File: config.mk
export PLATFORM = sky130hd
export DESIGN_NAME = branch_resolve_unit
export DESIGN_NICKNAME = d
export VERILOG_FILES = /design/src/rtl/branch_resolve_unit.sv
export SDC_FILE = /design/constraint.sdc
export NUM_CORES = 1
export LEC_CHECK = 0
export ABC_AREA = 1
export BUFFER_PORTS_ARGS = -buffer_cell sky130_fd_sc_hd__buf_2
export CELL_PAD_IN_SITES_DETAIL_PLACEMENT = 1
export CELL_PAD_IN_SITES_GLOBAL_PLACEMENT = 2
export CORE_MARGIN = 1
export CORE_UTILIZATION = 24
export CTS_CLUSTER_DIAMETER = 80
export DETAILED_ROUTE_END_ITERATION = 8
export PLACE_DENSITY_LB_ADDON = 0.3
export SETUP_SLACK_MARGIN = 0.1
export SLEW_MARGIN = 15
export SYNTH_ARGS = -nofsm -noshare
export SYNTH_HDL_FRONTEND = slang
export SYNTH_SLANG_ARGS = --single-unit
File: constraint.sdc
create_clock -name clk -period 2.25 [get_ports clk]
set_input_delay 0.3375 -clock clk [delete_from_list [all_inputs] [get_ports clk]]
set_output_delay 0.3375 -clock clk [all_outputs]
set_load 0.005 [all_outputs]
File: src/rtl/branch_resolve_unit.sv
`default_nettype none
// ============================================================================
// Module  : branch_resolve_unit
// Purpose : RV32I branch condition evaluation behind a valid/ready stage,
//           misprediction resolution and a 2-bit saturating BHT with a
//           registered lookup port. Optional macro: BRANCH_RESOLVE_STATS_EN.
// Revision: 1.0 - initial release
// ============================================================================
module branch_resolve_unit #(
    parameter int XLEN      = 32,
    parameter int BHT_DEPTH = 16,
    parameter int PC_LSB    = 2
) (
    input  logic            clk,
    input  logic            rst_n,
    input  logic            flush,
    input  logic            in_valid,
    output logic            in_ready,
    input  logic            branch,
    input  logic [2:0]      funct3,
    input  logic [XLEN-1:0] rs1,
    input  logic [XLEN-1:0] rs2,
    input  logic [XLEN-1:0] pc,
    input  logic            pred_taken,
    output logic            out_valid,
    input  logic            out_ready,
    output logic            out_taken,
    output logic [1:0]      out_passcond,
    output logic            out_mispredict,
    input  logic [XLEN-1:0] lookup_pc,
`ifdef BRANCH_RESOLVE_STATS_EN
    output logic [31:0]     stat_branches,
    output logic [31:0]     stat_mispredicts,
`endif
    output logic            lookup_taken
);

    localparam int c_IDX_W = $clog2(BHT_DEPTH);

    // ------------------------------------------------------------------
    // Flags and condition
    // ------------------------------------------------------------------
    logic [XLEN:0] w_diff;
    logic          w_n, w_z, w_c, w_v, w_ge;
    logic          w_cond, w_cond_ok, w_pass, w_taken, w_accept;

    assign w_diff = {1'b0, rs1} - {1'b0, rs2};
    assign w_n    = w_diff[XLEN-1];
    assign w_z    = (rs1 == rs2);
    assign w_c    = ~w_diff[XLEN];
    assign w_v    = (rs1[XLEN-1] != rs2[XLEN-1]) & (w_diff[XLEN-1] != rs1[XLEN-1]);
    assign w_ge   = (w_n == w_v);

    always_comb begin
        w_cond    = 1'b1;
        w_cond_ok = 1'b1;
        case (funct3)
            3'b000:  w_cond = w_z;
            3'b001:  w_cond = ~w_z;
            3'b100:  w_cond = ~w_ge;
            3'b101:  w_cond = w_ge;
            3'b110:  w_cond = ~w_c;
            3'b111:  w_cond = w_c;
            // 010/011 pass for legacy compatibility but never count as taken
            default: w_cond_ok = 1'b0;
        endcase
    end

    assign w_pass   = ~branch | w_cond;
    assign w_taken  = branch & w_cond_ok & w_cond;
    assign in_ready = ~out_valid | out_ready;
    assign w_accept = in_valid & in_ready & ~flush;

    // ------------------------------------------------------------------
    // Result register
    // ------------------------------------------------------------------
    logic       r_valid, r_taken, r_pass, r_mispredict;

    always_ff @(posedge clk or negedge rst_n) begin
        if (!rst_n) begin
            r_valid      <= 1'b0;
            r_taken      <= 1'b0;
            r_pass       <= 1'b0;
            r_mispredict <= 1'b0;
        end else if (flush) begin
            r_valid <= 1'b0;
        end else if (w_accept) begin
            r_valid      <= 1'b1;
            r_taken      <= w_taken;
            r_pass       <= w_pass;
            r_mispredict <= w_taken ^ pred_taken;
        end else if (out_ready) begin
            r_valid <= 1'b0;
        end
    end

    assign out_valid      = r_valid;
    assign out_taken      = r_taken;
    assign out_passcond   = {2{r_pass}};
    assign out_mispredict = r_mispredict;

    // ------------------------------------------------------------------
    // Branch history table
    // ------------------------------------------------------------------
    logic [1:0]         r_bht [BHT_DEPTH];
    logic               r_lookup_taken;
    logic [c_IDX_W-1:0] w_upd_idx, w_lk_idx;
    logic [1:0]         w_cur, w_next;
    logic               w_bht_upd;

    assign w_upd_idx = pc[PC_LSB +: c_IDX_W];
    assign w_lk_idx  = lookup_pc[PC_LSB +: c_IDX_W];
    assign w_cur     = r_bht[w_upd_idx];
    assign w_bht_upd = w_accept & branch & w_cond_ok;

    always_comb begin
        w_next = w_cur;
        if (w_taken) begin
            if (w_cur != 2'b11) w_next = w_cur + 2'b01;
        end else begin
            if (w_cur != 2'b00) w_next = w_cur - 2'b01;
        end
    end

    // Lookup samples the array before this edge's update lands (read-before-write)
    always_ff @(posedge clk or negedge rst_n) begin
        if (!rst_n) begin
            for (int i = 0; i < BHT_DEPTH; i++) r_bht[i] <= 2'b01;
            r_lookup_taken <= 1'b0;
        end else begin
            r_lookup_taken <= r_bht[w_lk_idx][1];
            if (w_bht_upd) r_bht[w_upd_idx] <= w_next;
        end
    end

    assign lookup_taken = r_lookup_taken;

    logic w_unused_pc_bits;
    assign w_unused_pc_bits = &{1'b0, pc, lookup_pc};

`ifdef BRANCH_RESOLVE_STATS_EN
    // ------------------------------------------------------------------
    // Transfer statistics; a flushed transfer is not counted
    // ------------------------------------------------------------------
    logic        r_branch;
    logic [31:0] r_stat_br, r_stat_mis;

    always_ff @(posedge clk or negedge rst_n) begin
        if (!rst_n) begin
            r_branch   <= 1'b0;
            r_stat_br  <= 32'd0;
            r_stat_mis <= 32'd0;
        end else begin
            if (w_accept) r_branch <= branch;
            if (r_valid & out_ready & ~flush) begin
                if (r_branch)     r_stat_br  <= r_stat_br + 32'd1;
                if (r_mispredict) r_stat_mis <= r_stat_mis + 32'd1;
            end
        end
    end

    assign stat_branches    = r_stat_br;
    assign stat_mispredicts = r_stat_mis;
`endif

endmodule
`default_nettype wire

# --- After elaboration in Yosys (flattened, before gate mapping) ---
# Cells that the tools add are included.
totals:
  reg_bits: 37
  latch_bits: 0
  ram_bits: 0
  mem_bits_ro: 0
  inputBits: 138
  out_inout_bits: 7
  word_cells: 78
  mem_count: 0
op_classes:
  add_sub_neg: 3
  multipliers: 0
  n_div: 0
  n_lt_le_gt_ge: 3
  n_eq_ne: 10
  shift: 0
  mux: 17
  bitwise_logic: 18
  reduce_logical: 6
ops:
  columns: ["op", "n"]
  rows:
  - ["subtractor 32 x 32 -> 33 bit", 1]
  - ["bitwise mux 32 bit", 1]
  - ["== test 32 bit", 1]
  - ["binary-select mux 2 bit (select 4 bit)", 2]
  - ["two-way mux 2 bit", 8]
  - ["== test 3 bit (second input constant)", 4]
  - ["greater-or-equal comparator 5 bit (second input constant)", 2]
  - ["NOT 4 -> 5 bit", 2]
  - ["demux 2 bit (select 4 bit)", 1]
  - ["AND 1 bit", 7]
  - ["NOT 1 bit", 6]
  - ["one-hot mux 1 bit (6 select lines)", 1]
  - ["OR reduction 6 bit", 1]
  - ["< comparator 5 x 1 -> 1 bit (second input constant)", 1]
  - ["two-way mux 1 bit", 4]
  - ["== test 3 x 1 -> 1 bit (second input constant)", 1]
  - ["zero test 3 bit", 1]
  - ["nonzero test 3 bit", 1]
  - ["adder 2 x 1 -> 2 bit (second input constant)", 1]
  - ["inequality test 1 bit", 2]
  - ["inequality test 2 bit (second input constant)", 1]
  - ["OR 1 bit", 2]
  - ["AND reduction 2 bit", 1]
  - ["nonzero test 2 bit", 1]
  - ["4 further kinds", 4]

# --- Depth between registers and ports, before layout ---
depth:
  ltp_word: 9
  depth_mapped: 22
  depth_no_buf: 21

# --- Worst setup path after synthesis ---
# No wires, ideal clock.
synth_timing:
  path_type: "input-to-reg"
  from: "in rs2[21]"
  to: "reg r_bht[25] in the netlist's numbering"
  setup_ns: 0.116
  arrival_ns: 2.446
  required_ns: 2.134
  slack_ns: -0.313
  cell_stages: 18
  n_path_buf: 1
  path_cell_list: "inv_1 ha_1 a21o_1 a221oi_1 o21ai_0 nand2_1 o211ai_1 a31oi_1 fa_1 xnor2_1 o21ai_0 nand2_1 nand3_2 nand3_1 nand2_2 buf_6 nand2_1 nand2_1"
synth_via:
  elab_chain_cells: 9
  elab_cells_between_ends: 12
  cone_classes: "1 x add/sub; 3 x eq/ne; 3 x mux; 5 x bitwise"
synth_rtl:
  columns: ["element", "line_no", "text"]
  rows:
  - ["start: declaration", "22", "input logic [XLEN-1:0] rs2,"]
  - ["subtractor 32 x 32 -> 33 bit", "47", "assign w_diff = {1'b0, rs1} - {1'b0, rs2};"]
  - ["inequality test 1 bit", "51", "assign w_v = (rs1[XLEN-1] != rs2[XLEN-1]) & (w_diff[XLEN-1] != rs1[XLEN-1]);"]
  - ["AND 1 bit", "51", null]
  - ["== test 1 bit", "52", "assign w_ge = (w_n == w_v);"]
  - ["NOT 1 bit", "60", "3'b100: w_cond = ~w_ge;"]
  - ["one-hot mux 1 bit (6 select lines) (*)", "57", "case (funct3)"]
  - ["AND 1 bit (*)", "70", "assign w_taken = branch & w_cond_ok & w_cond;"]
  - ["two-way mux 2 bit (*)", "118", "if (w_taken) begin"]
  - ["bitwise mux 32 bit (*)", "132", "if (w_bht_upd) r_bht[w_upd_idx] <= w_next;"]
  - ["end signal: indexed assignment", "132", null]
  - ["end: declaration", "105", "logic [1:0] r_bht [BHT_DEPTH];"]
# Every way passes the cells marked *; elsewhere a longest branch is shown, timed or not.
# A chain may end at the register's enable or synchronous reset.

# --- Worst setup path after layout ---
layout_timing:
  from: "in rs1[21]"
  to: "reg r_mispredict (netlist: out_mispredict)"
layout_via:
  elab_chain_cells: 8
  elab_cells_between_ends: 11
  cone_classes: "1 x add/sub; 3 x eq/ne; 1 x mux; 6 x bitwise"
layout_rtl:
  columns: ["element", "line_no", "text"]
  rows:
  - ["start: declaration", "21", "input logic [XLEN-1:0] rs1,"]
  - ["subtractor 32 x 32 -> 33 bit", "47", null]
  - ["inequality test 1 bit", "51", null]
  - ["AND 1 bit", "51", null]
  - ["== test 1 bit", "52", null]
  - ["NOT 1 bit", "60", null]
  - ["one-hot mux 1 bit (6 select lines) (*)", "57", null]
  - ["AND 1 bit (*)", "70", null]
  - ["bitwise XOR 1 bit (*)", "91", "r_mispredict <= w_taken ^ pred_taken;"]
  - ["end signal: assignment", "91", null]
  - ["end: declaration", "77", "logic r_valid, r_taken, r_pass, r_mispredict;"]
# Marked as above.

==> impl_metrics.toml <==
[status]
outcome = "finished with violations"
violations = "setup timing"

[logic_synthesis]
async_flop_share_pct = 100
ys_seq_area_share_pct = 29.3
netlist_area_um2 = 3230
yosysUniqueCellTypes = 34
yosys_most_used_dff = "dfrtp_1"
yosys_warnings = 0
synth-seq-cells = 37
synth_top_cells_by_count = "171 x nand2_1, 85 x inv_1, 43 x nor2_1"
synth_nets = 661
syn_inst = 490
synthTopCellsByArea = "nand2_1 20%, dfrtp_1 16%, dfstp_2 13%"
post-synth-top-count-cell = "nand2_1"
yosys.area.top_type = "nand2_1"
avgSynthCellArea_um2 = 6.58
synth-edff-count = 0
synthDominantCellAreaShare_pct = 19.9

[clock_tree]
clock_sinks = 37
path_clk_slew_ns = 0.06
cts_tree = "yes"
htree_levels = 2
cts-buffers-inserted = 5
clock_latency_ns = 0.28
clockRootBuffer = "clkbuf_16"
cts_buffer_depth = 2

[detailed_routing]
ant_nets = 0
wl_mm = 11.1
first_pass_iters = 4
via_count = 3611
avgViaCountPerCell = 4.49
drc = 0
avgRoutedWirePerCell_um = 13.7
drtIter0Drc = 84

[floorplan]
coreArea_um2 = 12900
die_w_um = 118
die_area_um2 = 13900
rows = 41
die_y_um = 118
io-pin-count = 145
initial_core_util_pct = 25.1

[global_route]
grt-ovfl-total = 0
grt_max_degree = 38
grt_pass1_wl_mm = 18.6
first_global_vias = 3950
antenna_found_initial = 0
grt_usage_pct = 16.2

[critical_path]
reg2reg_slack_ns = 0.10
endpoint_kind = "flip-flop"
critical_path.max_fanout = 4
cp_data_required_time_ns = 2.42
reg2reg_depth = 10
arrival_ns = 2.69
worst-setup-path-type = "input pin to flip-flop"
cp-start-kind = "input pin"

[min_path]
hold_class = "input pin to asynchronous set/reset pin"

[placed_design]
place.gp.congestion = 0.823
dpl.hpwl_mm = 8.91
io_buffers = 88

[final_layout]
drive_gt1_share_pct = 40.8
antenna_cells = 0
nets = 802
finish.utilization_pct = 37.7
area_growth_syn_to_layout_pct = 50.7

[sta]
finalClockSkew_ns = 0.00515
rsz0062_at_grt = "yes"
finalCritPeriodShare_pct = 112
setup_viol = 35
timing.final.crit_period_ns = 2.52
holdWs_ns = 0.170
layout_setup_ws_ns = -0.269
slew_headroom_pct = 42.0
fmax_mhz = 397
maxSlewViolCount = 0
tightest_slew_ns = 0.870
setup_tns_ns = -7.42
hold_violations = 0

[job]
maxCapViolCount = 0

[power]
p_total_mw = 2.05
p_leak_nw = 2.60
peakVddDrop_mv = 0.269
powerDensity_nw_per_um2 = 421
[cell families after synthesis]
group / after synthesis / share of synthesized area [%]
buffers and inverters: 93 / 11.5
adder cells (fa/ha/maj): 33 / 13.0
XOR/XNOR: 1 / 0.272
AO/OA/AOI/OAI: 70 / 13.7
flip-flops: 37 / 29.3
AND/OR/NAND/NOR: 256 / 32.2
[per-layer routing]
layer | part of all wire [%] | vias up | GRT usage, %
li1 | - | 1840 | -
met1 | 43 | 1702 | 18.9
met2 | 52 | 60 | 30.9
met3 | 3.1 | 9 | 2.18
met4 | 1.4 | 0 | 3.85
met5 | 0 | - | 0
[area by class of cell]
class	instances	area, µm²
inverters	88	340
clock inverters	1	5.00
well taps	172	215
clock buffers	7	133
fillers	1632	8020
multi-input cells	362	2350
flip-flops and latches	37	946
repair buffers	137	866
[where the power goes]
group | total [mW] | internal, mW | leakage [nW] | switching, mW
Combinational | 0.652 | 0.314 | 2.08 | 0.337
Sequential | 0.717 | 0.701 | 0.450 | 0.0156
Clock | 0.679 | 0.410 | 0.0679 | 0.270
[repair_timing]
item	in CTS	in global routing
setup endpoints to repair	35	35
hold buffers	0	0
endpoints found under the hold margin	0	0
setup buffers	1	3
pin swaps	24	23
cloned	2	0
gates resized for setup	47	44
[worst max-delay path, stage by stage]
cell and delay, ns:
buf_2 0.12, ha_4 0.25, a21o_1 0.20, a221oi_2 0.21, o21ai_1 0.11, nand2_1 0.07, o211ai_1 0.12, a31oi_2 0.18
fa_2 0.24, xnor2_2 0.11, o21ai_1 0.07, nand2_1 0.10, nand3_4 0.11, buf_4 0.16, nand2_2 0.09, nand2_1 0.07
nand3_1 0.09, nand2_1 0.05
[flip-flops by register name, summed over array words and instances (netlist names)]
signal and cells:
r_bht 32, out_mispredict 1, lookup_taken 1, out_valid 1, out_taken 1, r_pass 1
[metrics by stage]
step                area, µm²  instances  worst slack, ns
floorplan                3350        490           -0.217
global placement         4300        790           -0.571
detailed placement       4300        790           -0.674
CTS                      4650        801           -0.291
global route             4860        804           -0.434
finish                   4860        804           -0.269
[cells in the final DEF, fill, tap and decap left out, types with 2 or more instances in the layout]
| cell | synthesis | final |
|---|---|---|
| ha_4 | 0 | 9 |
| buf_6 | 2 | 8 |
| a22oi_1 | 15 | 15 |
| o21ai_0 | 16 | 12 |
| o211ai_1 | 2 | 2 |
| ha_1 | 32 | 23 |
| a21o_1 | 2 | 2 |
| buf_4 | 2 | 48 |
| nand3_1 | 19 | 16 |
| nand2_2 | 7 | 47 |
| dfstp_2 | 16 | 16 |
| inv_1 | 85 | 78 |
| o22ai_1 | 3 | 2 |
| clkbuf_16 | 0 | 5 |
| a21oi_1 | 20 | 19 |
| clkbuf_1 | 1 | 2 |
| nand2_8 | 0 | 4 |
| nand2_4 | 0 | 7 |
| a221oi_2 | 0 | 2 |
| o21ai_2 | 0 | 2 |
| nand2_1 | 171 | 122 |
| dfrtp_1 | 21 | 21 |
| nand3_4 | 0 | 3 |
| nor2_2 | 4 | 4 |
| buf_2 | 0 | 80 |
| nor3_1 | 6 | 5 |
| inv_2 | 3 | 8 |
| nand4_1 | 4 | 4 |
| o21ai_1 | 0 | 2 |
| nor2_1 | 43 | 43 |
[worst paths after layout]
kind                             endpoint      start
setup / recovery           out_mispredict    rs1[21]
hold / removal                   r_bht[3]      rst_n
setup reg to reg                r_bht[25]  out_valid
hold reg to reg                 r_bht[12]  r_bht[12]
max in group asynchronous    lookup_taken      rst_n
min in group clk                out_valid      flush
(Power assumes the default switching activity.)
